==> src/rtl/pa_fcnvt_ftoi_pipe_if.sv <==
// Request/response bundle for the float-to-integer convert pipe.
// The master side issues conversions and consumes results; the slave side is the converter.
interface pa_fcnvt_ftoi_pipe_if #(
   parameter int EXP_W = 8,
   parameter int MAN_W = 23,
   parameter int XLEN  = 32,
   parameter int TAG_W = 4
);
   localparam int FLEN = 1 + EXP_W + MAN_W;

   logic             ftoi_in_vld;
   logic             ftoi_in_rdy;
   logic [FLEN-1:0]  ftoi_in_src;
   logic [2:0]       ftoi_in_rm;
   logic             ftoi_in_unsigned;
   logic [TAG_W-1:0] ftoi_in_tag;
   logic             ftoi_out_vld;
   logic             ftoi_out_rdy;
   logic [XLEN-1:0]  ftoi_out_result;
   logic             ftoi_out_nv;
   logic             ftoi_out_nx;
   logic [TAG_W-1:0] ftoi_out_tag;

   modport master (
      output ftoi_in_vld, ftoi_in_src, ftoi_in_rm, ftoi_in_unsigned, ftoi_in_tag, ftoi_out_rdy,
      input  ftoi_in_rdy, ftoi_out_vld, ftoi_out_result, ftoi_out_nv, ftoi_out_nx, ftoi_out_tag
   );

   modport slave (
      input  ftoi_in_vld, ftoi_in_src, ftoi_in_rm, ftoi_in_unsigned, ftoi_in_tag, ftoi_out_rdy,
      output ftoi_in_rdy, ftoi_out_vld, ftoi_out_result, ftoi_out_nv, ftoi_out_nx, ftoi_out_tag
   );
endinterface

==> src/rtl/pa_fcnvt_ftoi_pipe.sv <==
// Two-stage float-to-integer converter: stage 1 aligns and extracts guard/sticky, stage 2 rounds and saturates.
// Optional macro PA_FCNVT_FTOI_FLUSH_EN adds the ftoi_flush input that kills both stages.
module pa_fcnvt_ftoi_pipe #(
   parameter int EXP_W = 8,
   parameter int MAN_W = 23,
   parameter int XLEN  = 32,
   parameter int TAG_W = 4
) (
   input logic forever_cpuclk,
   input logic cpurst_b,
`ifdef PA_FCNVT_FTOI_FLUSH_EN
   input logic ftoi_flush,
`endif
   pa_fcnvt_ftoi_pipe_if.slave ftoi
);
   localparam int BIAS = (1 << (EXP_W - 1)) - 1;
   localparam int FX_W = XLEN + MAN_W + 1;
   localparam int SH_W = $clog2(XLEN + 1);
   localparam int E_W  = EXP_W + 2;
   localparam logic [XLEN:0]   NEG_LIM = (XLEN + 1)'(1) << (XLEN - 1);
   localparam logic [XLEN:0]   POS_LIM = NEG_LIM - (XLEN + 1)'(1);
   localparam logic [XLEN-1:0] SMAX    = {1'b0, {(XLEN - 1){1'b1}}};
   localparam logic [XLEN-1:0] SMIN    = {1'b1, {(XLEN - 1){1'b0}}};

   typedef enum logic [2:0] {
      RM_RNE = 3'd0,
      RM_RTZ = 3'd1,
      RM_RDN = 3'd2,
      RM_RUP = 3'd3,
      RM_RMM = 3'd4
   } rm_e;

   logic s1_vld, s2_vld, s2_free, in_rdy, in_fire;

   logic                    sign_in;
   logic [EXP_W-1:0]        exp_in;
   logic [MAN_W-1:0]        frac_in;
   logic [MAN_W:0]          sig_in;
   logic signed [E_W-1:0]   e_unb, e_p1;
   logic                    is_nan_in, is_ovf_in;
   logic [FX_W-1:0]         fx;
   logic [XLEN-1:0]         int_d;
   logic                    g_d, s_d;

   logic                    s1_sign, s1_nan, s1_ovf, s1_g, s1_s, s1_uns;
   logic [XLEN-1:0]         s1_int;
   logic [2:0]              s1_rm;
   logic [TAG_W-1:0]        s1_tag;

   logic                    inc;
   logic [XLEN:0]           mag;
   logic [XLEN-1:0]         res_d;
   logic                    nv_d, nx_d;

   logic [XLEN-1:0]         s2_result;
   logic                    s2_nv, s2_nx;
   logic [TAG_W-1:0]        s2_tag;

   assign s2_free = ~s2_vld | ftoi.ftoi_out_rdy;
`ifdef PA_FCNVT_FTOI_FLUSH_EN
   assign in_rdy  = (~s1_vld | s2_free) & ~ftoi_flush;
`else
   assign in_rdy  = ~s1_vld | s2_free;
`endif
   assign in_fire = ftoi.ftoi_in_vld & in_rdy;

   assign {sign_in, exp_in, frac_in} = ftoi.ftoi_in_src;
   assign sig_in    = {|exp_in, frac_in};
   assign e_unb     = signed'({2'b00, exp_in}) - signed'(E_W'(BIAS));
   assign e_p1      = e_unb + signed'(E_W'(1));
   assign is_nan_in = (&exp_in) & (|frac_in);
   assign is_ovf_in = (&exp_in) | (e_unb >= signed'(E_W'(XLEN)));

   // fx holds the value as a fixed-point number with MAN_W+1 fraction bits, so
   // the integer part, guard bit and sticky field fall at fixed positions.
   always_comb begin
      fx    = '0;
      int_d = '0;
      g_d   = 1'b0;
      s_d   = 1'b0;
      if (!is_ovf_in) begin
         if (e_p1 < signed'(E_W'(0))) begin
            s_d = |sig_in;
         end else begin
            fx    = FX_W'(sig_in) << e_p1[SH_W-1:0];
            int_d = fx[FX_W-1 -: XLEN];
            g_d   = fx[MAN_W];
            s_d   = |fx[MAN_W-1:0];
         end
      end
   end

   always_comb begin
      inc = 1'b0;
      case (s1_rm)
         RM_RNE:  inc = s1_g & (s1_s | s1_int[0]);
         RM_RDN:  inc = s1_sign & (s1_g | s1_s);
         RM_RUP:  inc = ~s1_sign & (s1_g | s1_s);
         RM_RMM:  inc = s1_g;
         default: inc = 1'b0;
      endcase
   end

   assign mag = {1'b0, s1_int} + {{XLEN{1'b0}}, inc};

   // Saturation: an out-of-range value clamps toward its sign; only in-range results may be inexact.
   always_comb begin
      res_d = '0;
      nv_d  = 1'b0;
      nx_d  = 1'b0;
      if (s1_nan) begin
         nv_d  = 1'b1;
         res_d = s1_uns ? '1 : SMAX;
      end else if (s1_uns) begin
         if (s1_sign) begin
            if (s1_ovf || (mag != '0)) nv_d = 1'b1;
            else                       nx_d = s1_g | s1_s;
         end else if (s1_ovf || mag[XLEN]) begin
            nv_d  = 1'b1;
            res_d = '1;
         end else begin
            res_d = mag[XLEN-1:0];
            nx_d  = s1_g | s1_s;
         end
      end else if (s1_sign) begin
         if (s1_ovf || (mag > NEG_LIM)) begin
            nv_d  = 1'b1;
            res_d = SMIN;
         end else begin
            res_d = -mag[XLEN-1:0];
            nx_d  = s1_g | s1_s;
         end
      end else if (s1_ovf || (mag > POS_LIM)) begin
         nv_d  = 1'b1;
         res_d = SMAX;
      end else begin
         res_d = mag[XLEN-1:0];
         nx_d  = s1_g | s1_s;
      end
   end

   always_ff @(posedge forever_cpuclk) begin
      if (!cpurst_b) begin
         s1_vld <= 1'b0;
         s2_vld <= 1'b0;
      end
`ifdef PA_FCNVT_FTOI_FLUSH_EN
      else if (ftoi_flush) begin
         s1_vld <= 1'b0;
         s2_vld <= 1'b0;
      end
`endif
      else begin
         if (in_fire)      s1_vld <= 1'b1;
         else if (s2_free) s1_vld <= 1'b0;
         if (s2_free)      s2_vld <= s1_vld;
      end
   end

   always_ff @(posedge forever_cpuclk) begin
      if (in_fire) begin
         s1_sign <= sign_in;
         s1_nan  <= is_nan_in;
         s1_ovf  <= is_ovf_in;
         s1_int  <= int_d;
         s1_g    <= g_d;
         s1_s    <= s_d;
         s1_rm   <= ftoi.ftoi_in_rm;
         s1_uns  <= ftoi.ftoi_in_unsigned;
         s1_tag  <= ftoi.ftoi_in_tag;
      end
   end

   always_ff @(posedge forever_cpuclk) begin
      if (!cpurst_b) begin
         s2_result <= '0;
         s2_nv     <= 1'b0;
         s2_nx     <= 1'b0;
         s2_tag    <= '0;
      end else if (s2_free && s1_vld) begin
         s2_result <= res_d;
         s2_nv     <= nv_d;
         s2_nx     <= nx_d;
         s2_tag    <= s1_tag;
      end
   end

   assign ftoi.ftoi_in_rdy     = in_rdy;
   assign ftoi.ftoi_out_vld    = s2_vld;
   assign ftoi.ftoi_out_result = s2_result;
   assign ftoi.ftoi_out_nv     = s2_nv;
   assign ftoi.ftoi_out_nx     = s2_nx;
   assign ftoi.ftoi_out_tag    = s2_tag;
endmodule
==> src/flat_wrapper.sv <==
// flat-port wrapper written by rule: the top's interface ports become plain ports
module pa_fcnvt_ftoi_pipe_flat 
#(
   parameter int EXP_W = 8,
   parameter int MAN_W = 23,
   parameter int XLEN  = 32,
   parameter int TAG_W = 4
)
  (forever_cpuclk, cpurst_b, ftoi_ftoi_in_vld, ftoi_ftoi_in_src, ftoi_ftoi_in_rm, ftoi_ftoi_in_unsigned, ftoi_ftoi_in_tag, ftoi_ftoi_out_rdy, ftoi_ftoi_in_rdy, ftoi_ftoi_out_vld, ftoi_ftoi_out_result, ftoi_ftoi_out_nv, ftoi_ftoi_out_nx, ftoi_ftoi_out_tag);
  pa_fcnvt_ftoi_pipe_if #(.EXP_W(EXP_W), .MAN_W(MAN_W), .XLEN(XLEN), .TAG_W(TAG_W)) ftoi_i ();
  input logic forever_cpuclk;
  input logic cpurst_b;
  input wire logic [$bits(ftoi_i.ftoi_in_vld)-1:0] ftoi_ftoi_in_vld;
  input wire logic [$bits(ftoi_i.ftoi_in_src)-1:0] ftoi_ftoi_in_src;
  input wire logic [$bits(ftoi_i.ftoi_in_rm)-1:0] ftoi_ftoi_in_rm;
  input wire logic [$bits(ftoi_i.ftoi_in_unsigned)-1:0] ftoi_ftoi_in_unsigned;
  input wire logic [$bits(ftoi_i.ftoi_in_tag)-1:0] ftoi_ftoi_in_tag;
  input wire logic [$bits(ftoi_i.ftoi_out_rdy)-1:0] ftoi_ftoi_out_rdy;
  output wire logic [$bits(ftoi_i.ftoi_in_rdy)-1:0] ftoi_ftoi_in_rdy;
  output wire logic [$bits(ftoi_i.ftoi_out_vld)-1:0] ftoi_ftoi_out_vld;
  output wire logic [$bits(ftoi_i.ftoi_out_result)-1:0] ftoi_ftoi_out_result;
  output wire logic [$bits(ftoi_i.ftoi_out_nv)-1:0] ftoi_ftoi_out_nv;
  output wire logic [$bits(ftoi_i.ftoi_out_nx)-1:0] ftoi_ftoi_out_nx;
  output wire logic [$bits(ftoi_i.ftoi_out_tag)-1:0] ftoi_ftoi_out_tag;
  assign ftoi_i.ftoi_in_vld = ftoi_ftoi_in_vld;
  assign ftoi_i.ftoi_in_src = ftoi_ftoi_in_src;
  assign ftoi_i.ftoi_in_rm = ftoi_ftoi_in_rm;
  assign ftoi_i.ftoi_in_unsigned = ftoi_ftoi_in_unsigned;
  assign ftoi_i.ftoi_in_tag = ftoi_ftoi_in_tag;
  assign ftoi_i.ftoi_out_rdy = ftoi_ftoi_out_rdy;
  assign ftoi_ftoi_in_rdy = ftoi_i.ftoi_in_rdy;
  assign ftoi_ftoi_out_vld = ftoi_i.ftoi_out_vld;
  assign ftoi_ftoi_out_result = ftoi_i.ftoi_out_result;
  assign ftoi_ftoi_out_nv = ftoi_i.ftoi_out_nv;
  assign ftoi_ftoi_out_nx = ftoi_i.ftoi_out_nx;
  assign ftoi_ftoi_out_tag = ftoi_i.ftoi_out_tag;
  pa_fcnvt_ftoi_pipe #(.EXP_W(EXP_W), .MAN_W(MAN_W), .XLEN(XLEN), .TAG_W(TAG_W)) u_core (.forever_cpuclk(forever_cpuclk), .cpurst_b(cpurst_b), .ftoi(ftoi_i));
endmodule
==> config.mk <==
export PLATFORM = sky130hd
export DESIGN_NAME = pa_fcnvt_ftoi_pipe_flat
export DESIGN_NICKNAME = d
export VERILOG_FILES = /design/src/rtl/pa_fcnvt_ftoi_pipe_if.sv /design/src/rtl/pa_fcnvt_ftoi_pipe.sv /design/src/flat_wrapper.sv
export SDC_FILE = /design/constraint.sdc
export NUM_CORES = 1
export LEC_CHECK = 0
export BUFFER_PORTS_ARGS = -buffer_cell sky130_fd_sc_hd__buf_2
export CAP_MARGIN = 25
export CORE_MARGIN = 2
export CORE_UTILIZATION = 45
export DETAILED_ROUTE_END_ITERATION = 6
export MAX_ROUTING_LAYER = met4
export PLACE_DENSITY_LB_ADDON = 0.05
export SLEW_MARGIN = 0
export SYNTH_ARGS = -nofsm -noshare
export SYNTH_HDL_FRONTEND = slang
export SYNTH_SLANG_ARGS = --single-unit
==> constraint.sdc <==
create_clock -name forever_cpuclk -period 12.4 [get_ports forever_cpuclk]
set_input_delay 2.48 -clock forever_cpuclk [delete_from_list [all_inputs] [get_ports forever_cpuclk]]
set_output_delay 2.48 -clock forever_cpuclk [all_outputs]
set_load 0.05 [all_outputs]
Word level (Yosys, flattened, before mapping). Index checks and enable logic that the tools add are counted.

Reduce and logical (&&, ||, !) cells: 14. Muxes and demuxes: 28. Multipliers: 0. Bitwise logic cells: 13. Shift-type cells: 1. Magnitude comparators: 4. Add/subtract/negate cells: 4. Equality and inequality tests: 3. Div/mod/pow operators: 0.

Operators by type and width (count): 2-to-1 mux 32 bit (8); left shift 24 x 6 -> 56 bit (1); OR reduction 23 bit (2); adder 32 x 1 -> 33 bit (1); greater-than comparator 33 x 31 -> 1 bit (second input constant) (1); greater-than comparator 33 x 32 -> 1 bit (second input constant) (1); nonzero test 33 bit (1); negator 32 bit (1); OR reduction 31 bit (1); 2-to-1 mux 1 bit (19); adder 10 x 2 -> 10 bit (second input constant) (1); greater-or-equal comparator 10 x 7 -> 1 bit (second input constant) (1); less-than comparator 10 x 1 -> 1 bit (second input constant) (1); subtractor 8 x 7 -> 9 bit (second input constant) (1); AND reduction 8 bit (1); OR reduction 8 bit (1); == test 3 x 2 -> 1 bit (second input constant) (2); AND 1 bit (5); bitwise OR 1 bit (5); logical OR 1 bit (4); case mux 1 bit (4 select lines) (1); == test 3 bit (second input constant) (1); zero test 3 bit (1); NOT 1 bit (3); other kinds (3) (3).

Output and inout bits: 40. Register bits after elaboration: 85. ROM bits: 0. Memories: 0. Input bits: 44. RAM bits: 0. Latch bits: 0.

Logic depth before layout (Yosys ltp).
Depth after elaboration: 10. Depth in mapped cells: 18.

Worst setup path before layout. Ideal clock, no wire load.

Kind: input -> register. From: input port ftoi_ftoi_in_src[23]. To: register u_core.s1_int[22], data pin. Path slack: 5.853 ns. Stages on the path: 16. Setup time: 0.266 ns. Buffers on the path: 7. Arrival time: 6.281 ns. Required time: 12.134 ns. Path through: clkbuf_1 -> buf_1 -> clkbuf_1 -> inv_1 -> ha_1 -> clkbuf_1 -> nor2b_1 -> nand2_1 -> o21ai_1 -> xnor2_1 -> buf_2 -> buf_1 -> clkbuf_1 -> o21ai_0 -> a22oi_1 -> nor2_1.

Cells in the longest elaborated chain, start to end: 4. Elaborated cells between the ends (all ways): 9.

Ends and longest elaborated chain: start, declared (RTL line flat_wrapper.sv:14) `input wire logic [$bits(ftoi_i.ftoi_in_src)-1:0] ftoi_ftoi_in_src;`; subtractor 8 x 7 -> 9 bit (RTL line pa_fcnvt_ftoi_pipe.sv:69) `assign e_unb = signed'({2'b00, exp_in}) - signed'(E_W'(BIAS));`; adder 10 x 2 -> 10 bit or greater-or-equal comparator 10 x 7 -> 1 bit (tied branches) (RTL line pa_fcnvt_ftoi_pipe.sv:70, pa_fcnvt_ftoi_pipe.sv:72); less-than comparator 10 x 1 -> 1 bit or bitwise OR 1 bit (tied branches) (RTL line pa_fcnvt_ftoi_pipe.sv:82, pa_fcnvt_ftoi_pipe.sv:72); OR reduction 2 bit (no source line); end signal, assigned (RTL line pa_fcnvt_ftoi_pipe.sv:165) `s1_int <= int_d;`; end, declared (RTL line pa_fcnvt_ftoi_pipe.sv:46) `logic [XLEN-1:0] s1_int;`.

Several ways; a longest one is shown, not always the timed one. A chain may end at the register's enable or synchronous reset.

Final worst setup path.
From: input port ftoi_ftoi_in_src[23]. To: register u_core.s1_int[15], data pin.

Same word-level chain as after synthesis.

==> impl_metrics.toml <==
[global_routing]
antenna_found_initial = 0
grt_max_degree = 46
grt_pass1_wl_microns = 41480
gr-total-overflow = 0
grt_pass1_vias = 7400
grt_usage_pct = 29.18

[power_and_ir_drop]
pwr-share-comb_pct = 35.0
p_sw_share_pct = 38.71
powerDensity_nw_per_um2 = 108.2
clkPwrFrac_pct = 29.3
switching_power_mw = 0.3713
leakage_nw = 3.166
p_int_mw = 0.5878
ir_worst_vdd_v = 0.00007510
power_frac_seq_pct = 35.7

[clock_tree]
post-cts-setup-buffers = 0
clk_latency_ps = 350
clockBufferDepth = 2
cts.sinks = 85
path_clk_slew_ps = 70
cts_tree = "done"
cts-htree-levels = 3
holdBufCountCts = 0
postCtsResizedCells = 0
numCtsBuffers = 9
cts_root_buffer = "clkbuf_16"

[logic_synthesis]
netlist.top_cell.by_area = "edfxtp_1"
synth_xor_area_share_pct = 6.200
synthTopCellsByCount = "111 x nor2_1, 81 x nand2_1, 76 x a21oi_1"
synthAdderAreaFrac_pct = 1.243
ys_types = 83
synth_warnings = 0
synth_seq_area_share_pct = 26.73
synthArstFlopShare_pct = 0
synthCells = 1002
synth_edf_count = 45
syn_nets = 1054
yosys.area_share.simple_pct = 26.99
yosys.area.top_type_share_pct = 16.78
synth.avg_cell_area_sq_um = 8.035
synth.mux.area_fraction_pct = 10.58
synth_seq_cells = 85
yosysMostFrequentCell = "nor2_1"
syn_area_sq_um = 8051
synth_area_leaders = "edfxtp_1 17%, dfxtp_1 9.9%, mux4_2 5.6%"
synth_top_flop_cell = "edfxtp_1"
synth_compound_area_share_pct = 23.26
synth_top_family_by_area = "simple AND/OR/NAND/NOR gates"

[floorplanning]
initial_core_util_pct = 46.23
io_pins = 84
die-area_sq_um = 18980
die_w_microns = 137.8
core_sq_um = 17420
rows = 48
die_y_microns = 137.8

[finish]
regArea_sq_um = 2152
area_delta_synth_final_pct = 10.07
fillers = 1739
diodes = 0
final_net_count = 1084
multiInputGateArea_sq_um = 5523
finish.utilization_pct = 50.88
drive_gt1_share_pct = 17.07
stdcell_count = 1262

[place]
dp_slack_ps = 5912
post-dp-hpwl_microns = 19340
place_inst = 1243
gp_congestion = 1.004
portBuffers = 83

[worst_setup_path]
worstPathArrival_ps = 6250
reg2regPathDepth = 15
critPathLaunchType = "input pin"
required_ps = 12490
crit_fanout = 37
r2r_end = "u_core.ftoi.ftoi_out_nx"
r2r_setup_slack_ps = 7010
crit_type = "input pin to flop"
r2r_start = "u_core.s1_sign"
end_kind = "flop"

[sta]
fin_tns_setup_ps = 0
timing.final.crit_share_pct = 49.63
rsz0062_at_grt = "no"
fmax_mhz = 162.5
relSlewSlack_pct = 32.88
worst_slew_pin_slew_ps = 999.7
skew_ps = 10.33
setup_ws_ps = 6246
min_period_ps = 6154
timing.final.max_slew_violations = 0
hold_viol_final = 0
setup_viol = 0

[route]
first_pass_iters = 6
wl_per_cell_microns = 20.94
ant_nets = 0
post-route-drc-count = 0
vias = 8111
drt-initial-drc-count = 948
viasPerCell = 6.427
drt_wl_total_microns = 26420

[hold_path]
min_path_type = "flop to flop"
holdPathEnd = "u_core.ftoi.ftoi_out_tag[2]"
min_from = "u_core.ftoi.ftoi_out_tag[2]"
whs_path_depth = 2

[run]
maxCapViolations = 0

[run_status]
status = "complete, no violations"
## layer usage
metal  vias up  track usage [%]  wire (microns)
li1       3875                -               -
met1      3848            42.18           12390
met2       351            42.73           11720
met3        37            4.489            1818
met4         0            7.313             486
met5         -                -               0
## registers in the layout, summed over array words and instances (netlist names), 3 cells and up
| name | flops |
|---|---|
| u_core.ftoi.ftoi_out_result | 32 |
| u_core.ftoi.ftoi_out_tag | 4 |
| u_core.s1_int | 32 |
| u_core.s1_rm | 3 |
| u_core.s1_tag | 4 |
## critical path, stage by stage
cell and delay, ps:
buf_2 640, inv_1 260, ha_1 350, buf_4 340, nor2b_1 310, nand2_1 80
a21oi_1 290, xor2_1 740, nor2_1 380, a22oi_1 300, nor2_1 60
## layout by cell type (no fill, tap or decap), types with 5 or more instances in the layout
cell,Yosys,routed
inv_1,13,13
edfxtp_1,45,45
o221ai_1,15,15
and2_1,13,12
nand2_1,81,81
dfxtp_1,40,40
a21o_1,9,9
nor3_1,46,46
nor4_1,17,17
o21ai_1,9,9
clkbuf_16,0,9
a21oi_1,76,75
mux4_2,20,20
xor2_1,23,22
a22oi_1,15,15
a2bb2oi_1,5,5
or2_2,7,7
nand2b_1,6,6
buf_2,9,83
nor2_1,111,110
and4_1,8,8
ha_1,8,8
o31ai_1,6,6
and3_1,9,9
o21ai_0,49,49
a21boi_0,8,8
a31oi_1,18,18
buf_4,7,16
or4_1,11,11
a211oi_1,11,11
xnor2_1,34,33
o22ai_1,14,14
nand3_1,48,48
mux2i_1,39,39
nor2b_1,6,5
nand4_1,17,17
or3_1,9,9
## cells by family after synthesis
kind of cell | count (synthesis)
AOI/OAI and AO/OA | 279
xor gates and xnor gates | 57
adders and majority gates | 8
buffers and inverters | 95
DFF | 85
muxes | 60
and+or+nand+nor | 418
## power by group through the flow
| stage | combinational [mW] | clock (mW) | sequential [mW] |
|---|---|---|---|
| 2_1_floorplan | 0.215 | 0 | 0.368 |
| 3_3_place_gp | 0.328 | 0 | 0.348 |
| 3_5_place_dp | 0.327 | 0 | 0.348 |
| 4_1_cts | 0.328 | 0.286 | 0.342 |
| 5_1_grt | 0.361 | 0.296 | 0.345 |
| 6_report | 0.336 | 0.281 | 0.342 |
## through the flow
step	total power [mW]	instance area (sq um)	hold WS, ps
3_3_place_gp	0.6761	8529	457.5
3_5_place_dp	0.6745	8529	459.4
5_1_grt	1.002	8862	487.4
2_1_floorplan	0.5823	8051	495.6
4_1_cts	0.9553	8827	469.3
6_report	0.9591	8862	464.5
## worst max-delay path by stage
stage	start	endpoint	slack, ps	cells after the start
final	ftoi_ftoi_in_src[23]	u_core.s1_int[15]	6250	11
after global routing	ftoi_ftoi_in_src[23]	u_core.s1_int[9]	5860	12
after CTS	ftoi_ftoi_in_src[23]	u_core.s1_s	6280	13
after detailed placement	ftoi_ftoi_in_src[23]	u_core.s1_s	5910	13
after global placement	ftoi_ftoi_in_src[23]	u_core.s1_int[22]	5980	11
after floorplan	ftoi_ftoi_in_src[23]	u_core.s1_int[22]	5850	16
## area by class of cell
cell class | count | share of cell area, %
inverters | 14 | 0.5930
repair buffers | 100 | 6.269
clock buffers | 10 | 2.584
flip-flops and latches | 85 | 24.28
clock inverters | 6 | 0.7765
multi-input cells | 822 | 62.32
well taps | 225 | 3.177
(Power assumes the default switching activity.)
